## src/rtl/vend_sequencer.sv

```systemverilog
// Vending transaction sequencer: product select, price latch, coin acceptance,
// dispense and change return. Money values are in units of 500.
module vend_sequencer #(
    parameter int TIMEOUT_CYC = 1000,
    parameter int MW          = 8
) (
    input  logic          clock,
    input  logic          CLR,
    input  logic [2:0]    Key,
    input  logic          KeyValid,
    input  logic [MW-1:0] PayPrice,
    input  logic [7:0]    ProdEmpty,
    input  logic [1:0]    InsertedMoney,
    input  logic          CoinValid,
    input  logic          Cancel,
    output logic [3:0]    HoldN,
    output logic          CoinReject,
    output logic          SelErr,
    output logic [7:0]    ReleasProd,
    output logic          DecStock,
    output logic          ChangeValid,
    output logic [1:0]    ChangeCoin,
    output logic [MW-1:0] TotalMoney,
    output logic          Busy,
    output logic [2:0]    State
);
    // Handshake: KeyValid and CoinValid are single-cycle strobes sampled on the
    // rising edge with no ready/backpressure; a strobe that arrives outside the
    // state that accepts it is dropped without any response.

    localparam logic [2:0] IDLE     = 3'b000;
    localparam logic [2:0] SELECT   = 3'b001;
    localparam logic [2:0] PAY      = 3'b010;
    localparam logic [2:0] DISPENSE = 3'b011;
    localparam logic [2:0] CHANGE   = 3'b100;

    localparam int            TW         = $clog2(TIMEOUT_CYC + 1);
    localparam logic [TW-1:0] TIMER_LAST = TW'(TIMEOUT_CYC - 1);

    logic [2:0]    stateReg;
    logic [2:0]    stateNext;
    logic [2:0]    keyReg;
    logic [MW-1:0] priceReg;
    logic [MW-1:0] changeReg;
    logic [TW-1:0] timerReg;

    logic [MW-1:0] coinVal;
    logic [MW:0]   coinSum;
    logic          coinFits;
    logic          coinTaken;
    logic          paid;
    logic          timeoutHit;
    logic          abortPay;
    logic [MW-1:0] refundAmt;
    logic [1:0]    changeCode;
    logic [MW-1:0] changeAmt;

    // Shared datapath terms: coin value, overflow guard, refund and change coin.
    always_comb begin
        coinVal = MW'(1);
        case (InsertedMoney)
            2'b00:   coinVal = MW'(1);
            2'b01:   coinVal = MW'(2);
            2'b10:   coinVal = MW'(4);
            default: coinVal = MW'(10);
        endcase
        coinSum    = {1'b0, TotalMoney} + {1'b0, coinVal};
        coinFits   = !coinSum[MW];
        coinTaken  = (stateReg == PAY) && CoinValid && coinFits;
        paid       = TotalMoney >= priceReg;
        timeoutHit = !CoinValid && (timerReg >= TIMER_LAST);
        abortPay   = Cancel || timeoutHit;
        refundAmt  = coinTaken ? coinSum[MW-1:0] : TotalMoney;

        changeCode = 2'b00;
        changeAmt  = MW'(1);
        if (changeReg >= MW'(10)) begin
            changeCode = 2'b11;
            changeAmt  = MW'(10);
        end else if (changeReg >= MW'(4)) begin
            changeCode = 2'b10;
            changeAmt  = MW'(4);
        end else if (changeReg >= MW'(2)) begin
            changeCode = 2'b01;
            changeAmt  = MW'(2);
        end
    end

    always_ff @(posedge clock or posedge CLR) begin
        if (CLR) stateReg <= IDLE;
        else     stateReg <= stateNext;
    end

    always_comb begin
        stateNext = IDLE;
        case (stateReg)
            IDLE:     stateNext = (KeyValid && !ProdEmpty[Key]) ? SELECT : IDLE;
            SELECT:   stateNext = (PayPrice == '0) ? IDLE : PAY;
            PAY: begin
                // Being fully paid wins over a cancel or timeout in the same cycle.
                if (paid)          stateNext = DISPENSE;
                else if (abortPay) stateNext = (refundAmt != '0) ? CHANGE : IDLE;
                else               stateNext = PAY;
            end
            DISPENSE: stateNext = (TotalMoney != priceReg) ? CHANGE : IDLE;
            CHANGE:   stateNext = (changeReg <= changeAmt) ? IDLE : CHANGE;
            default:  stateNext = IDLE;
        endcase
    end

    always_ff @(posedge clock or posedge CLR) begin
        if (CLR) begin
            keyReg     <= '0;
            priceReg   <= '0;
            changeReg  <= '0;
            timerReg   <= '0;
            TotalMoney <= '0;
            HoldN      <= 4'b1111;
            CoinReject <= 1'b0;
            SelErr     <= 1'b0;
        end else begin
            HoldN      <= 4'b1111;
            CoinReject <= 1'b0;
            SelErr     <= 1'b0;
            case (stateReg)
                IDLE: begin
                    if (KeyValid) begin
                        if (ProdEmpty[Key]) SelErr <= 1'b1;
                        else                keyReg <= Key;
                    end
                end
                SELECT: begin
                    priceReg <= PayPrice;
                    if (PayPrice == '0) begin
                        SelErr <= 1'b1;
                    end else begin
                        TotalMoney <= '0;
                        timerReg   <= '0;
                    end
                end
                PAY: begin
                    if (CoinValid) begin
                        timerReg <= '0;
                        if (coinFits) begin
                            TotalMoney           <= coinSum[MW-1:0];
                            HoldN[InsertedMoney] <= 1'b0;
                        end else begin
                            CoinReject <= 1'b1;
                        end
                    end else if (timerReg < TIMER_LAST) begin
                        timerReg <= timerReg + TW'(1);
                    end
                    if (!paid && abortPay) changeReg <= refundAmt;
                end
                DISPENSE: begin
                    changeReg <= TotalMoney - priceReg;
                    if (TotalMoney == priceReg) TotalMoney <= '0;
                end
                CHANGE: begin
                    changeReg <= changeReg - changeAmt;
                    if (changeReg <= changeAmt) TotalMoney <= '0;
                end
                default: ;
            endcase
        end
    end

    always_comb begin
        ReleasProd  = 8'h00;
        DecStock    = 1'b0;
        ChangeValid = 1'b0;
        ChangeCoin  = 2'b00;
        Busy        = (stateReg != IDLE);
        State       = stateReg;
        if (stateReg == DISPENSE) begin
            ReleasProd = 8'h01 << keyReg;
            DecStock   = 1'b1;
        end
        if (stateReg == CHANGE) begin
            ChangeValid = 1'b1;
            ChangeCoin  = changeCode;
        end
    end

endmodule

```

## config.mk

```make
export PLATFORM = sky130hd
export DESIGN_NAME = vend_sequencer
export DESIGN_NICKNAME = d
export VERILOG_FILES = /design/src/rtl/vend_sequencer.sv
export SDC_FILE = /design/constraint.sdc
export NUM_CORES = 1
export LEC_CHECK = 0
export CAP_MARGIN = 5
export CELL_PAD_IN_SITES_DETAIL_PLACEMENT = 0
export CELL_PAD_IN_SITES_GLOBAL_PLACEMENT = 1
export CORE_MARGIN = 1
export CORE_UTILIZATION = 40
export DETAILED_ROUTE_END_ITERATION = 12
export GPL_TIMING_DRIVEN = 0
export PLACE_DENSITY_LB_ADDON = 0.1
export SYNTH_ARGS = -nofsm -noshare
export SYNTH_HDL_FRONTEND = slang
export SYNTH_SLANG_ARGS = --single-unit
```

## constraint.sdc

```tcl
create_clock -name clock -period 3.22 [get_ports clock]
set_clock_uncertainty 0.1 [all_clocks]
set_input_delay 0.483 -clock clock [delete_from_list [all_inputs] [get_ports clock]]
set_output_delay 0.483 -clock clock [all_outputs]
set_load 0.05 [all_outputs]
```

==> flow_metrics.py <==
metrics = {
    "finish": {
        "synthToLayoutAreaGrowth_pct": 24.8,
        "fin_cells": 547,
        "finalNetCount": 491,
        "drive_gt1_share_pct": 8.99,
        "fillers": 787,
        "diodes": 0,
    },
    "detailed_routing": {
        "first_pass_iters": 4,
        "dr.first_iter.drc_count": 153,
        "wl_per_cell_um": 16.3,
        "dr_total_vias": 3089,
        "routed_wl_um": 8900,
        "drc": 0,
        "post_drt_via_cell_ratio": 5.65,
        "detail-route-antenna-nets": 0,
    },
    "power": {
        "p_sw_mw": 1.76,
        "p_sw_share_pct": 49.4,
        "seqPwrFrac_pct": 25.7,
        "vdd_drop_max_v": 0.000316,
        "power_per_cell_area_mw_per_mm2": 875,
        "intPower_mw": 1.80,
        "power_frac_clock_pct": 9.8,
        "power_frac_comb_pct": 64.4,
        "leakagePower_nw": 1.74,
    },
    "grt": {
        "met1_usage_pct": 31.4,
        "antenna_found_initial": 0,
        "grt_pass1_wl_um": 14500,
        "grt_pass1_vias": 2952,
        "grtUsageTotal_pct": 21.6,
        "grt-busiest-layer": "met2",
        "use_met2_pct": 33.7,
        "grt_use_met3_pct": 3.69,
        "grt_overflow": 0,
        "grt_max_degree": 27,
    },
    "synthesis": {
        "netlist_instances": 383,
        "ys_ff_latch": 46,
        "yosys.area.top_type": "dfrtp_1",
        "synth_seq_area_share_pct": 35.4,
        "synth-async-reset-ratio_pct": 100,
        "synth_top_area_share_pct": 32.2,
        "synth_warnings": 0,
        "synth_fp_nets": 429,
        "synthFlopType": "dfrtp_1",
        "ys_types": 62,
        "synth_area_mm2": 0.00326,
        "synth_edf_count": 0,
        "synth.area.top_cells": "dfrtp_1, ha_1, o21ai_0",
        "syn_avg_cell_area_um2": 8.52,
    },
    "sta": {
        "hold_slack_ns": 0.419,
        "rsz0062_at_grt": "no",
        "layout_min_cycle_time_ns": 3.10,
        "setup_viol": 0,
        "slew_viol_final": 0,
        "finalCritPeriodShare_pct": 96.2,
        "worstMarginPinSlew_ns": 0.580,
        "hold_viol": 0,
        "max-slew-margin-rel_pct": 61.2,
        "fmax_mhz": 323,
    },
    "clock_network": {
        "clock_path_buffers": 2,
        "clk_pin_slew_ns": 0.09,
        "root_buffer": "clkbuf_8",
        "ctsHtreeMaxLevel": 2,
        "cts_tree": "built",
        "worstSkewPairLatency_ns": 0.30,
        "cts_num_sinks": 46,
        "cts-buffers-inserted": 5,
    },
    "placed_design": {
        "gp_congestion": 0.835,
        "numPortBuffers": 55,
        "hpwl_um": 6900,
        "dp.cells": 541,
    },
    "worst_setup_path": {
        "path_class": "register to register",
        "endpoint_kind": "register",
        "setup.worst_path.start_class": "register",
        "path_cells": "or4_4, nor3_2, nand2b_1, inv_1, fa_1, nor2b_1, o21a_1, nor2_1, xor2_1, a211o_1, o311a_1",
        "worst-path-max-fanout": 6,
        "critical-path-slowest-cell": "or4_4",
        "required_ns": 3.31,
        "max_stage_delay_ns": 0.61,
        "crit_path_start": "changeReg[4]",
        "arrival_ns": 3.18,
        "rr_startpoint": "changeReg[4]",
    },
    "min_path": {
        "worstHoldPathType": "primary input to async pin",
    },
    "die": {
        "io_pins": 56,
        "start_util_pct": 41.8,
        "num_rows": 32,
        "fp.dieW_um": 92.3,
        "dieArea_mm2": 0.00852,
        "die_h_um": 92.3,
        "core_region_area_mm2": 0.00781,
    },
    "run_status": {
        "status": "complete, no violations",
    },
    "run": {
        "drv_cap": 0,
    },
}
[power groups by stage]
stage          registers, mW  clock network, mW  logic [mW]
2_1_floorplan           1.02                  0        1.53
3_3_place_gp           0.922                  0        2.20
3_5_place_dp           0.928                  0        2.23
4_1_cts                0.915              0.371        2.28
5_1_grt                0.940              0.381        2.53
6_report               0.916              0.350        2.29
[flip-flops by register name (all words and copies together), names as in the netlist]
signal and count:
CoinReject 1, HoldN 4, SelErr 1, State 3, TotalMoney 8, changeReg 8
keyReg 3, priceReg 8, timerReg 10
[synthesized netlist by cell type, types with 4 or more instances]
library cell  number
dfrtp_1           42
nand2_1           39
o21ai_0           39
nor2_1            32
inv_1             25
ha_1              17
nor3_1            17
a21oi_1           11
nand2b_1          10
nand3_1           10
nand4_1           10
xor2_1            10
clkbuf_1           9
a211oi_1           6
and3_1             6
or4_1              6
a31oi_1            5
a41oi_1            4
buf_2              4
dfstp_2            4
mux2i_1            4
nor4_1             4
[layout make-up]
class / instances / area (um2) / area share [%]
buffer: 12 / 53.8 / 1.32
clock buffer: 6 / 72.6 / 1.78
clock inverter: 1 / 7.51 / 0.184
inverter: 27 / 101 / 2.49
multi-input combinational: 295 / 1960 / 48.2
sequential: 46 / 1160 / 28.4
tap: 102 / 128 / 3.14
timing repair buffer: 58 / 588 / 14.4
[final timing paths]
path	end	slack [ns]	cells past startpoint
max	changeReg[4]	0.12	11
min	SelErr	0.42	2
max reg2reg	changeReg[4]	0.12	11
min reg2reg	changeReg[7]	0.43	1
max in group asynchronous	HoldN[0]	2.02	3
min in group clock	changeReg[7]	0.43	1
[cell families after synthesis]
| group | after synthesis | share of synthesized area [%] |
|---|---|---|
| DFF | 46 | 35.4 |
| muxes | 9 | 3.64 |
| buffers and inverters | 42 | 5.10 |
| and+or+nand+nor | 156 | 24.7 |
| adders and majority gates | 20 | 8.36 |
| AOI/OAI and AO/OA | 98 | 19.6 |
| xor gates and xnor gates | 12 | 3.22 |
[routing by layer]
metal  wire, um  share of wire [%]
met1       4220                 47
met2       4050                 45
met3        558                6.3
met4         80               0.90
met5          0                  0
[repair_timing]
item	CTS	global route
buffers inserted	2	0
endpoints found under the setup margin	12	16
pin swaps	1	1
gates resized for setup	4	3
hold buffers	0	0
[critical path, delay by kind of cell, from the launching register on]
kind,cells,cell delay (ns)
and+or+nand+nor,5,1.22
DFF,1,0.45
adders and majority gates,1,0.43
xor gates and xnor gates,1,0.15
buffers and inverters,1,0.07
AOI/OAI and AO/OA,3,0.56
[per-stage QoR]
step | util (%) | setup slack (ns) | power [mW] | cell area, um2 | setup TNS, ns
floorplan | - | 0.113 | 2.55 | 3270 | 0
global placement | 50.5 | -0.463 | 3.13 | 3950 | -3.55
detailed placement | 50.8 | -0.464 | 3.15 | 3970 | -3.98
CTS | 52.1 | 0.00471 | 3.57 | 4070 | 0
global route | 52.1 | 0.00885 | 3.85 | 4070 | 0
finish | 52.1 | 0.122 | 3.56 | 4070 | 0
[cells in the final DEF (no fill, tap or decap), types with 3 or more instances in the layout]
cell,Yosys,routed
nand4_1,10,10
clkdlybuf4s50_1,0,54
nor2_1,32,32
dfstp_2,4,4
ha_1,17,17
a41oi_1,4,4
o311a_1,3,3
clkbuf_8,0,5
mux2i_1,4,4
nor2b_1,3,3
or2_2,3,3
xor2_1,10,10
and3_1,6,6
nand3_1,10,10
nand3b_1,3,3
nand2_1,39,39
fa_1,3,3
a31oi_1,5,5
nor3_1,17,16
clkbuf_1,9,7
a21o_1,3,3
inv_1,25,24
o21ai_0,39,38
a211oi_1,6,6
nor4_1,4,3
mux2_2,3,3
buf_2,4,4
a21oi_1,11,11
a22o_1,3,3
o22a_1,3,3
or4_1,6,5
dfrtp_1,42,42
buf_4,1,3
nand2b_1,10,10
(Power assumes the default switching activity.)
